[src/rtl/int_mul_rad4_pkg.sv]
// Shared constants for the radix-4 multiplier: state encodings and
// datapath mux-select values used by both control and datapath.
package int_mul_rad4_pkg;

    localparam int STATE_IDLE = 0;
    localparam int STATE_DONE = 1;

    localparam logic SEL_LOAD = 1'b0;
    localparam logic SEL_STEP = 1'b1;

    localparam logic A_SEL_LOAD    = SEL_LOAD;
    localparam logic A_SEL_SHIFT   = SEL_STEP;
    localparam logic B_SEL_LOAD    = SEL_LOAD;
    localparam logic B_SEL_SHIFT   = SEL_STEP;
    localparam logic ACC_SEL_CLEAR = SEL_LOAD;
    localparam logic ACC_SEL_ADD   = SEL_STEP;

    function automatic int calc_entry(input int nbits);
        return 1 + nbits / 2;
    endfunction

    function automatic int state_width(input int nbits);
        return 1 + $clog2(nbits);
    endfunction

endpackage

[src/rtl/int_mul_rad4_dpath.sv]
// Datapath: multiplicand/multiplier shift registers and a two-partial-product
// accumulator, steered entirely by control selects and enables.
module int_mul_rad4_dpath
    import int_mul_rad4_pkg::*;
#(
    parameter int nbits = 64
) (
    input  logic               clk,
    input  logic [2*nbits-1:0] req_msg,
    input  logic               a_sel,
    input  logic               b_sel,
    input  logic               acc_sel,
    input  logic               a_en,
    input  logic               b_en,
    input  logic               acc_en,
    output logic [2*nbits-1:0] resp_msg
);

    logic [2*nbits-1:0] a_q, a_d;
    logic [nbits-1:0]   b_q, b_d;
    logic [2*nbits-1:0] acc_q, acc_d;
    logic [2*nbits-1:0] pp0, pp1, sum;

    always_comb begin
        pp0 = b_q[0] ? a_q : '0;
        pp1 = b_q[1] ? {a_q[2*nbits-2:0], 1'b0} : '0;
        // Wraps modulo 2^(2*nbits); the true product always fits.
        sum = acc_q + pp0 + pp1;

        a_d   = (a_sel == A_SEL_SHIFT) ? {a_q[2*nbits-3:0], 2'b00}
                                       : {{nbits{1'b0}}, req_msg[2*nbits-1:nbits]};
        b_d   = (b_sel == B_SEL_SHIFT) ? {2'b00, b_q[nbits-1:2]}
                                       : req_msg[nbits-1:0];
        acc_d = (acc_sel == ACC_SEL_ADD) ? sum : '0;
    end

    always_ff @(posedge clk) begin
        if (a_en)   a_q   <= a_d;
        if (b_en)   b_q   <= b_d;
        if (acc_en) acc_q <= acc_d;
    end

    assign resp_msg = acc_q;

endmodule

[src/rtl/int_mul_rad4.sv]
// Radix-4 iterative unsigned multiplier: fixed-latency control built on a
// down-counting state register (IDLE=0, DONE=1, CALC counts down to 2).
module int_mul_rad4
    import int_mul_rad4_pkg::*;
#(
    parameter int nbits = 64
) (
    input  logic               clk,
    input  logic               reset,
    input  logic [2*nbits-1:0] req_msg,
    input  logic               req_val,
    output logic               req_rdy,
    output logic [2*nbits-1:0] resp_msg,
    output logic               resp_val,
    input  logic               resp_rdy
);

    localparam int SW = state_width(nbits);
    localparam logic [SW-1:0] IDLE = SW'(STATE_IDLE);
    localparam logic [SW-1:0] DONE = SW'(STATE_DONE);
    localparam logic [SW-1:0] CALC = SW'(calc_entry(nbits));

    logic [SW-1:0] state_q, state_d;
    logic a_sel, b_sel, acc_sel, a_en, b_en, acc_en;

    always_comb begin
        state_d  = state_q;
        req_rdy  = 1'b0;
        resp_val = 1'b0;
        a_sel    = A_SEL_LOAD;
        b_sel    = B_SEL_LOAD;
        acc_sel  = ACC_SEL_CLEAR;
        a_en     = 1'b0;
        b_en     = 1'b0;
        acc_en   = 1'b0;

        if (state_q == IDLE) begin
            req_rdy = 1'b1;
            if (req_val) begin
                state_d = CALC;
                a_en    = 1'b1;
                b_en    = 1'b1;
                acc_en  = 1'b1;
            end
        end else if (state_q == DONE) begin
            resp_val = 1'b1;
            if (resp_rdy) state_d = IDLE;
        end else begin
            // Any state above DONE is a CALC step; the count doubles as the iteration counter.
            a_sel   = A_SEL_SHIFT;
            b_sel   = B_SEL_SHIFT;
            acc_sel = ACC_SEL_ADD;
            a_en    = 1'b1;
            b_en    = 1'b1;
            acc_en  = 1'b1;
            state_d = state_q - 1'b1;
        end
    end

    always_ff @(posedge clk) begin
        if (!reset) state_q <= IDLE;
        else        state_q <= state_d;
    end

    int_mul_rad4_dpath #(.nbits(nbits)) u_dpath (
        .clk      (clk),
        .req_msg  (req_msg),
        .a_sel    (a_sel),
        .b_sel    (b_sel),
        .acc_sel  (acc_sel),
        .a_en     (a_en),
        .b_en     (b_en),
        .acc_en   (acc_en),
        .resp_msg (resp_msg)
    );

endmodule
[config.mk]
export PLATFORM = sky130hd
export DESIGN_NAME = int_mul_rad4
export DESIGN_NICKNAME = d
export VERILOG_FILES = /design/src/rtl/int_mul_rad4_pkg.sv /design/src/rtl/int_mul_rad4_dpath.sv /design/src/rtl/int_mul_rad4.sv
export SDC_FILE = /design/constraint.sdc
export NUM_CORES = 1
export LEC_CHECK = 0
export CORE_MARGIN = 3
export CORE_UTILIZATION = 55
export CTS_CLUSTER_DIAMETER = 120
export CTS_CLUSTER_SIZE = 20
export DETAILED_ROUTE_END_ITERATION = 12
export MAX_ROUTING_LAYER = met4
export PLACE_DENSITY_LB_ADDON = 0.12
export SYNTH_ARGS = -nofsm -noshare
export SYNTH_HDL_FRONTEND = slang
export SYNTH_SLANG_ARGS = --single-unit
[constraint.sdc]
create_clock -name clk -period 56.1 [get_ports clk]
set_input_delay 11.22 -clock clk [delete_from_list [all_inputs] [get_ports clk]]
set_output_delay 11.22 -clock clk [all_outputs]
set_load 0.005 [all_outputs]
After elaboration in Yosys (flattened, before gate mapping) --
Cells that the tools add are included.
Storage, ports and cells: flip-flop bits (word level) 327, input port bits 132, output and inout bits 130
Operators by class: $add $sub $neg 3, equal/unequal tests 3, multiplexer cells 15, reduce and logical (&&, ||, !) cells 2
Operators with widths (number):
- $add 128x128->128 | 2
- $mux 128 | 2
- $mux 64 | 1
- $mux 62 | 1
- $mux 7 | 4
- $eq 7x1->1 const B | 1
- $logic_not 7->1 | 1
- $mux 1 | 7
- $sub 7x1->7 const B | 1
- $ne 3x3->1 const B | 1
- $ne 2x2->1 const B | 1
- $reduce_and 2->1 | 1

Logic depth before layout (Yosys ltp) --
Gate-level depths: netlist of the first run.
depth after elaboration 4, depth in mapped cells 19

Modules after synthesis --
From an unflattened synthesis of the first run, not the netlist that was laid out.
Unflattened totals: cells, all modules 2549, area, all modules 25783.5 µm²
Modules (own cells, without submodules):
- int_mul_rad4_dpath | times used 1, cells an instance 2498, area an instance 25358.1 µm², sequential area each 9609.2 µm²
- int_mul_rad4 | times used 1, cells an instance 51, area an instance 425.4 µm², sequential area each 140.1 µm²

Worst setup path after synthesis of the first run --
OpenSTA, ideal clock, no wires.
path kind input to register, start in req_val, end reg u_dpath.a_q[0] (enable), arrival time 24.648 ns, required time 55.084 ns, setup slack 30.436 ns, stages 2, buffers on the path 0, path through nor2_1 > nor2_1
Between the ends: longest elaborated chain between the ends 2
RTL lines:
- from (decl) | RTL line int_mul_rad4.sv:11 | input logic req_val,
- $mux 1 | RTL line int_mul_rad4.sv:39 | if (req_val) begin
- $mux 1 | RTL line int_mul_rad4.sv:37 | if (state_q == IDLE) begin
- named net a_en | RTL line int_mul_rad4.sv:24 | logic a_sel, b_sel, acc_sel, a_en, b_en, acc_en;
- to (signal assigned) | RTL line int_mul_rad4_dpath.sv:38 | if (a_en) a_q <= a_d;
- to (decl) | RTL line int_mul_rad4_dpath.sv:19 | logic [2*nbits-1:0] a_q, a_d;
The timed path passes the listed nets, and every way through them passes these cells. A chain may end at the register's enable or synchronous reset.

Worst setup path in the final report of the first run --
start in req_val, end reg u_dpath.acc_q[19], in the netlist u_dpath.resp_msg[19] (enable)
Between the ends: longest elaborated chain between the ends 2
RTL lines:
- $mux 1 (2 in a row)
- named net a_en | RTL line int_mul_rad4.sv:24
- to (signal assigned) | RTL line int_mul_rad4_dpath.sv:40 | if (acc_en) acc_q <= acc_d;
- to (decl) | RTL line int_mul_rad4_dpath.sv:21 | logic [2*nbits-1:0] acc_q, acc_d;
The timed path passes the listed nets, and every way through them passes these cells.

==> results.sh, run 1 <==
export IMPL_cts_resized=0
export IMPL_final_core_util=0.6317
export IMPL_vias=21850
export IMPL_startpoint_type="input pin"
export IMPL_synth_cells=3086
export IMPL_grt_pass1_wl_um=111000
export IMPL_cap_viol_max_count=0
export IMPL_synthToLayoutAreaGrowth_pct=13.40
export IMPL_path_common_cell="buf_4"
export IMPL_globalRouteMet2Util=0.4411
export IMPL_numCtsBuffers=20
export IMPL_drv_slew=0
export IMPL_busiest_layer="met2"
export IMPL_initial_core_util=0.5571
export IMPL_place_hpwl_um=52200
export IMPL_synth_top_area_frac=0.3697
export IMPL_worst_slew_pin_slew_ns=1.221
export IMPL_synthArstFlopShare=0
export IMPL_cts_sinks=327
export IMPL_cp_cell_sequence="clkdlybuf4s50_1, nor2_1, nor2_4, buf_4, buf_4, buf_4"
export IMPL_num_fill_cells=4143
export IMPL_cp_data_required_time_ns=56.26
export IMPL_synth_ff_type="edfxtp_1"
export IMPL_die_area_um2=49900
export IMPL_gp_congestion=0.9433
export IMPL_finalSetupViolCount=0
export IMPL_ys_seq_elements=327
export IMPL_wirelength_um=68330
export IMPL_pin_count=262
export IMPL_crit_type="input pin to flip-flop"
export IMPL_synth_edf_count=320
export IMPL_track_usage=0.2799
export IMPL_clock_path_buffers=3
export IMPL_worstHoldPathType="flip-flop to flip-flop"
export IMPL_fin_crit_ns=15.27
export IMPL_cp_slowest_stage_delay_ns=0.96
export IMPL_yosysMostFrequentCell="nand2_1"
export IMPL_cts_tree="done"
export IMPL_place_inst=3820
export IMPL_vias_per_cell=5.672
export IMPL_setup_ws_ns=40.83
export IMPL_critPathMaxFanout=81
export IMPL_drive_above_1_share=0.01850
export IMPL_worst_hold_path_num_cells=2
export IMPL_dr_pass1_iters=5
export IMPL_clk_root_buffer_cell="clkbuf_16"
export IMPL_synthTopCellsByArea="edfxtp_1 (37%), nand2_1 (11%), fa_1 (9.8%)"
export IMPL_skew_ns=0.02520
export IMPL_fin_nets=3623
export IMPL_fmax_ghz=0.06549
export IMPL_post_drt_wl_per_cell_um=17.73
export IMPL_use_met3=0.03579
export IMPL_timing_setup_tns_ns=0
export IMPL_worstSetupEndpointType="flip-flop"
export IMPL_drtIter0Drc=1746
export IMPL_met1_usage=0.3848
export IMPL_grt_ovfl_total=0
export IMPL_status="completed"
export IMPL_slowest_stage="buf_4"
export IMPL_final_cells=3853
export IMPL_antenna_found_initial=1
export IMPL_dp_slack_ns=40.25
export IMPL_synth_distinct_cells=73
export IMPL_die_x_um=223.4
export IMPL_crit_arrival_ns=15.42
export IMPL_clk_pin_slew_ns=0.08
export IMPL_hold_viol_final=0
export IMPL_netlist_area_um2=25990
export IMPL_rows=79
export IMPL_synth_common_cells="nand2_1 (762), inv_1 (389), edfxtp_1 (320)"
export IMPL_seq_area_um2=9749
export IMPL_r2r_cells=17
export IMPL_yosysWarningCount=0
export IMPL_holdBufCountCts=0
export IMPL_ant_nets=0
export IMPL_h_tree_depth=1
export IMPL_synth_net_count=3474
export IMPL_clk_latency_ns=0.55
export IMPL_grt_pass1_vias=21650
export IMPL_synth_largest_area_cell="edfxtp_1"
export IMPL_grt_max_degree=95
export IMPL_avgSynthCellArea_um2=8.422
export IMPL_die_h_um=223.4
export IMPL_yosysSeqAreaShare=0.3751
export IMPL_port_buffers=261
export IMPL_core_area_um2=46650
export IMPL_drcViolationCount=0
export IMPL_rsz0062_at_grt="no"
export IMPL_finalCritPeriodShare=0.2722
export IMPL_multiInputGateArea_um2=14210
export IMPL_slew_headroom=0.1829
export IMPL_cts_setup_buffers=0
## kinds of logic after synthesis
logic type,after synthesis,synth area share
fa+ha+maj,256,0.1599
buf+inv,537,0.07900
mux,6,0.002311
xor+xnor,109,0.03673
simple gates,1296,0.2165
compound gates,555,0.1304
flops,327,0.3751
## placed cells by master, fill, tap and decap left out, types with 41 or more instances in the layout
master and instances:
a21o_1 42, a21oi_1 216, and2_1 105, clkdlybuf4s50_1 261, edfxtp_1 320, fa_1 127
ha_1 129, inv_1 389, nand2_1 762, nand4_1 71, nor2_1 215, o21ai_0 103
o21bai_1 41, xnor2_1 69
## per-layer routing
layer	up-vias	wire, µm	part of all wire
li1	10520	-	-
met1	10520	30640	0.45
met2	695	31460	0.46
met3	122	4216	0.062
met4	0	2016	0.030
met5	-	0	0
## registers in the layout, summed over array words and instances (netlist names)
| register | flops |
|---|---|
| state_q | 7 |
| u_dpath.a_q | 128 |
| u_dpath.b_q | 64 |
| u_dpath.resp_msg | 128 |
## per-stage QoR
| stage | cell area, µm² | hold WS [ns] |
|---|---|---|
| global placement | 28900 | 0.4228 |
| finish | 29470 | 0.4373 |
| global route | 29470 | 0.4505 |
| floorplan | 25990 | 0.4123 |
| CTS | 29470 | 0.4416 |
| detailed placement | 28900 | 0.4291 |
## path summary, 6_finish.rpt
| kind | startpoint | endpoint | slack [ns] |
|---|---|---|---|
| setup reg to reg | u_dpath.b_q[1] | u_dpath.resp_msg[108] | 49.15 |
| hold reg to reg | state_q[6] | state_q[6] | 0.44 |
| setup / recovery | req_val | u_dpath.resp_msg[19] | 40.83 |
| hold / removal | state_q[6] | state_q[6] | 0.44 |
## cell type report
cell class	count	share of cell area
clock inverter	2	0.0005094
timing repair buffer	274	0.09196
sequential	327	0.3308
inverter	390	0.04967
multi-input combinational	2222	0.4823
antenna	2	0.0001698
tap	607	0.02577
clock buffer	29	0.01885
## worst max-delay path, delay by kind of cell
kind	cells	cell delay (ns)
buf+inv	4	3.10
simple gates	2	0.97
Power of run 1 is not shown: default switching activity piles up to over one toggle a cycle in this logic, so the estimate is an artifact.
==> run 2: changes to the inputs <==
==> constraint.sdc (replaced) <==
create_clock -name clk -period 14.95 [get_ports clk]
set_input_delay 2.99 -clock clk [delete_from_list [all_inputs] [get_ports clk]]
set_output_delay 2.99 -clock clk [all_outputs]
set_load 0.005 [all_outputs]
==> results.sh, run 2 (synthesized netlist as in run 1, its figures left out) <==
export IMPL_status="completed"
export IMPL_grt_pass1_vias=21320
export IMPL_r2r_slack_ns=8.30
export IMPL_vias=21890
export IMPL_numCtsBuffers=20
export IMPL_ant_nets=0
export IMPL_fin_nets=3623
export IMPL_timing_setup_tns_ns=0
export IMPL_layout_common_cells="nand2_1 (762), inv_1 (389), edfxtp_1 (320), clkdlybuf4s50_1 (261), a21oi_1 (216)"
export IMPL_critPathMaxFanout=53
export IMPL_drtIter0Drc=1826
export IMPL_clk_pin_slew_ns=0.09
export IMPL_rows=79
export IMPL_crit_type="flip-flop to flip-flop"
export IMPL_cts_resized=0
export IMPL_fin_crit_ns=6.651
export IMPL_antenna_found_initial=0
export IMPL_crit_arrival_ns=6.92
export IMPL_cts_setup_buffers=0
export IMPL_drcViolationCount=0
export IMPL_num_fill_cells=4136
export IMPL_vias_per_cell=5.684
export IMPL_drive_above_1_share=0.01850
export IMPL_die_area_um2=49900
export IMPL_track_usage=0.2796
export IMPL_grt_max_degree=189
export IMPL_clk_latency_ns=0.57
export IMPL_holdBufCountCts=0
export IMPL_die_h_um=223.4
export IMPL_startpoint_type="flip-flop"
export IMPL_final_common_cell="nand2_1"
export IMPL_place_inst=3820
export IMPL_place_hpwl_um=52800
export IMPL_regToRegStartpoint="u_dpath.b_q[0]"
export IMPL_worstHoldPathType="flip-flop to flip-flop"
export IMPL_rsz0062_at_grt="no"
export IMPL_grt_ovfl_total=0
export IMPL_worstSetupEndpointType="flip-flop"
export IMPL_dp_slack_ns=8.381
export IMPL_h_tree_depth=1
export IMPL_clock_path_buffers=3
export IMPL_post_drt_wl_per_cell_um=17.91
export IMPL_final_cells=3851
export IMPL_finalSetupViolCount=0
export IMPL_worst_slew_pin_slew_ns=1.305
export IMPL_wirelength_um=68970
export IMPL_cts_tree="done"
export IMPL_r2r_cells=16
export IMPL_antenna_cells=0
export IMPL_die_x_um=223.4
export IMPL_finalCritPeriodShare=0.4449
export IMPL_multiInputGateArea_um2=14210
export IMPL_skew_ns=0.03106
export IMPL_cap_viol_max_count=0
export IMPL_timing_hold_ws_ns=0.4476
export IMPL_hold_viol_final=0
export IMPL_synthToLayoutAreaGrowth_pct=13.47
export IMPL_core_area_um2=46650
export IMPL_cts_sinks=327
export IMPL_seq_area_um2=9749
export IMPL_initial_core_util=0.5571
export IMPL_worst_hold_path_num_cells=2
export IMPL_port_buffers=261
export IMPL_r2r_end="u_dpath.resp_msg[62]"
export IMPL_setup_ws_ns=8.299
export IMPL_dr_pass1_iters=6
export IMPL_gp_congestion=0.9844
export IMPL_whs_endpoint="state_q[6]"
export IMPL_pin_count=262
export IMPL_clk_root_buffer_cell="clkbuf_16"
export IMPL_cp_data_required_time_ns=15.22
export IMPL_fmax_ghz=0.1503
export IMPL_slew_headroom=0.1265
export IMPL_drv_slew=0
export IMPL_holdCritStartpoint="state_q[6]"
export IMPL_grt_pass1_wl_um=110800
## run 2: metal layers
layer | global-route usage | share of wire | wire length (µm)
met1 | 0.3871 | 0.45 | 30720
met2 | 0.4429 | 0.46 | 32060
met3 | 0.03868 | 0.065 | 4466
met4 | 0.06314 | 0.025 | 1725
met5 | - | 0 | 0
## run 2: worst max-delay path, stage by stage, from the launching register on
cell	delay, ns
edfxtp_1	1.06
buf_4	0.55
buf_4	0.57
nand2_1	0.14
fa_1	0.52
inv_1	0.04
ha_1	0.42
nand4_1	0.37
nor4_1	0.43
nand2_1	0.09
a211oi_1	0.56
or3_1	0.28
a21oi_1	0.18
o41ai_1	0.66
a21oi_1	0.21
xnor2_1	0.17
nor2_1	0.06
## run 2: area by class of cell
class	count	area share
Clock inverter	2	0.001570
Clock buffer	29	0.01812
Multi-Input combinational cell	2222	0.4820
Timing Repair Buffer	274	0.09232
Tap cell	607	0.02575
Sequential cell	327	0.3306
Inverter	390	0.04964
## run 2: stage by stage
| stage | utilization | instance area [µm²] |
|---|---|---|
| 2_1_floorplan | - | 25990 |
| 3_3_place_gp | 0.6196 | 28910 |
| 3_5_place_dp | 0.6196 | 28910 |
| 4_1_cts | 0.6321 | 29490 |
| 5_1_grt | 0.6321 | 29490 |
| 6_report | 0.6321 | 29490 |
## run 2: worst max-delay path by stage
stage                               from              endpoint  slack [ns]  depth (start not counted)
final                     u_dpath.b_q[0]  u_dpath.resp_msg[62]        8.30                         16
after global routing      u_dpath.b_q[0]  u_dpath.resp_msg[62]        7.86                         16
after CTS                 u_dpath.b_q[0]  u_dpath.resp_msg[62]        8.32                         16
after detailed placement  u_dpath.b_q[0]  u_dpath.resp_msg[62]        8.38                         16
after global placement    u_dpath.b_q[0]  u_dpath.resp_msg[62]        8.43                         16
after floorplan                  req_val        u_dpath.a_q[0]        3.11                          2
Power of run 2 is left out for the same reason.
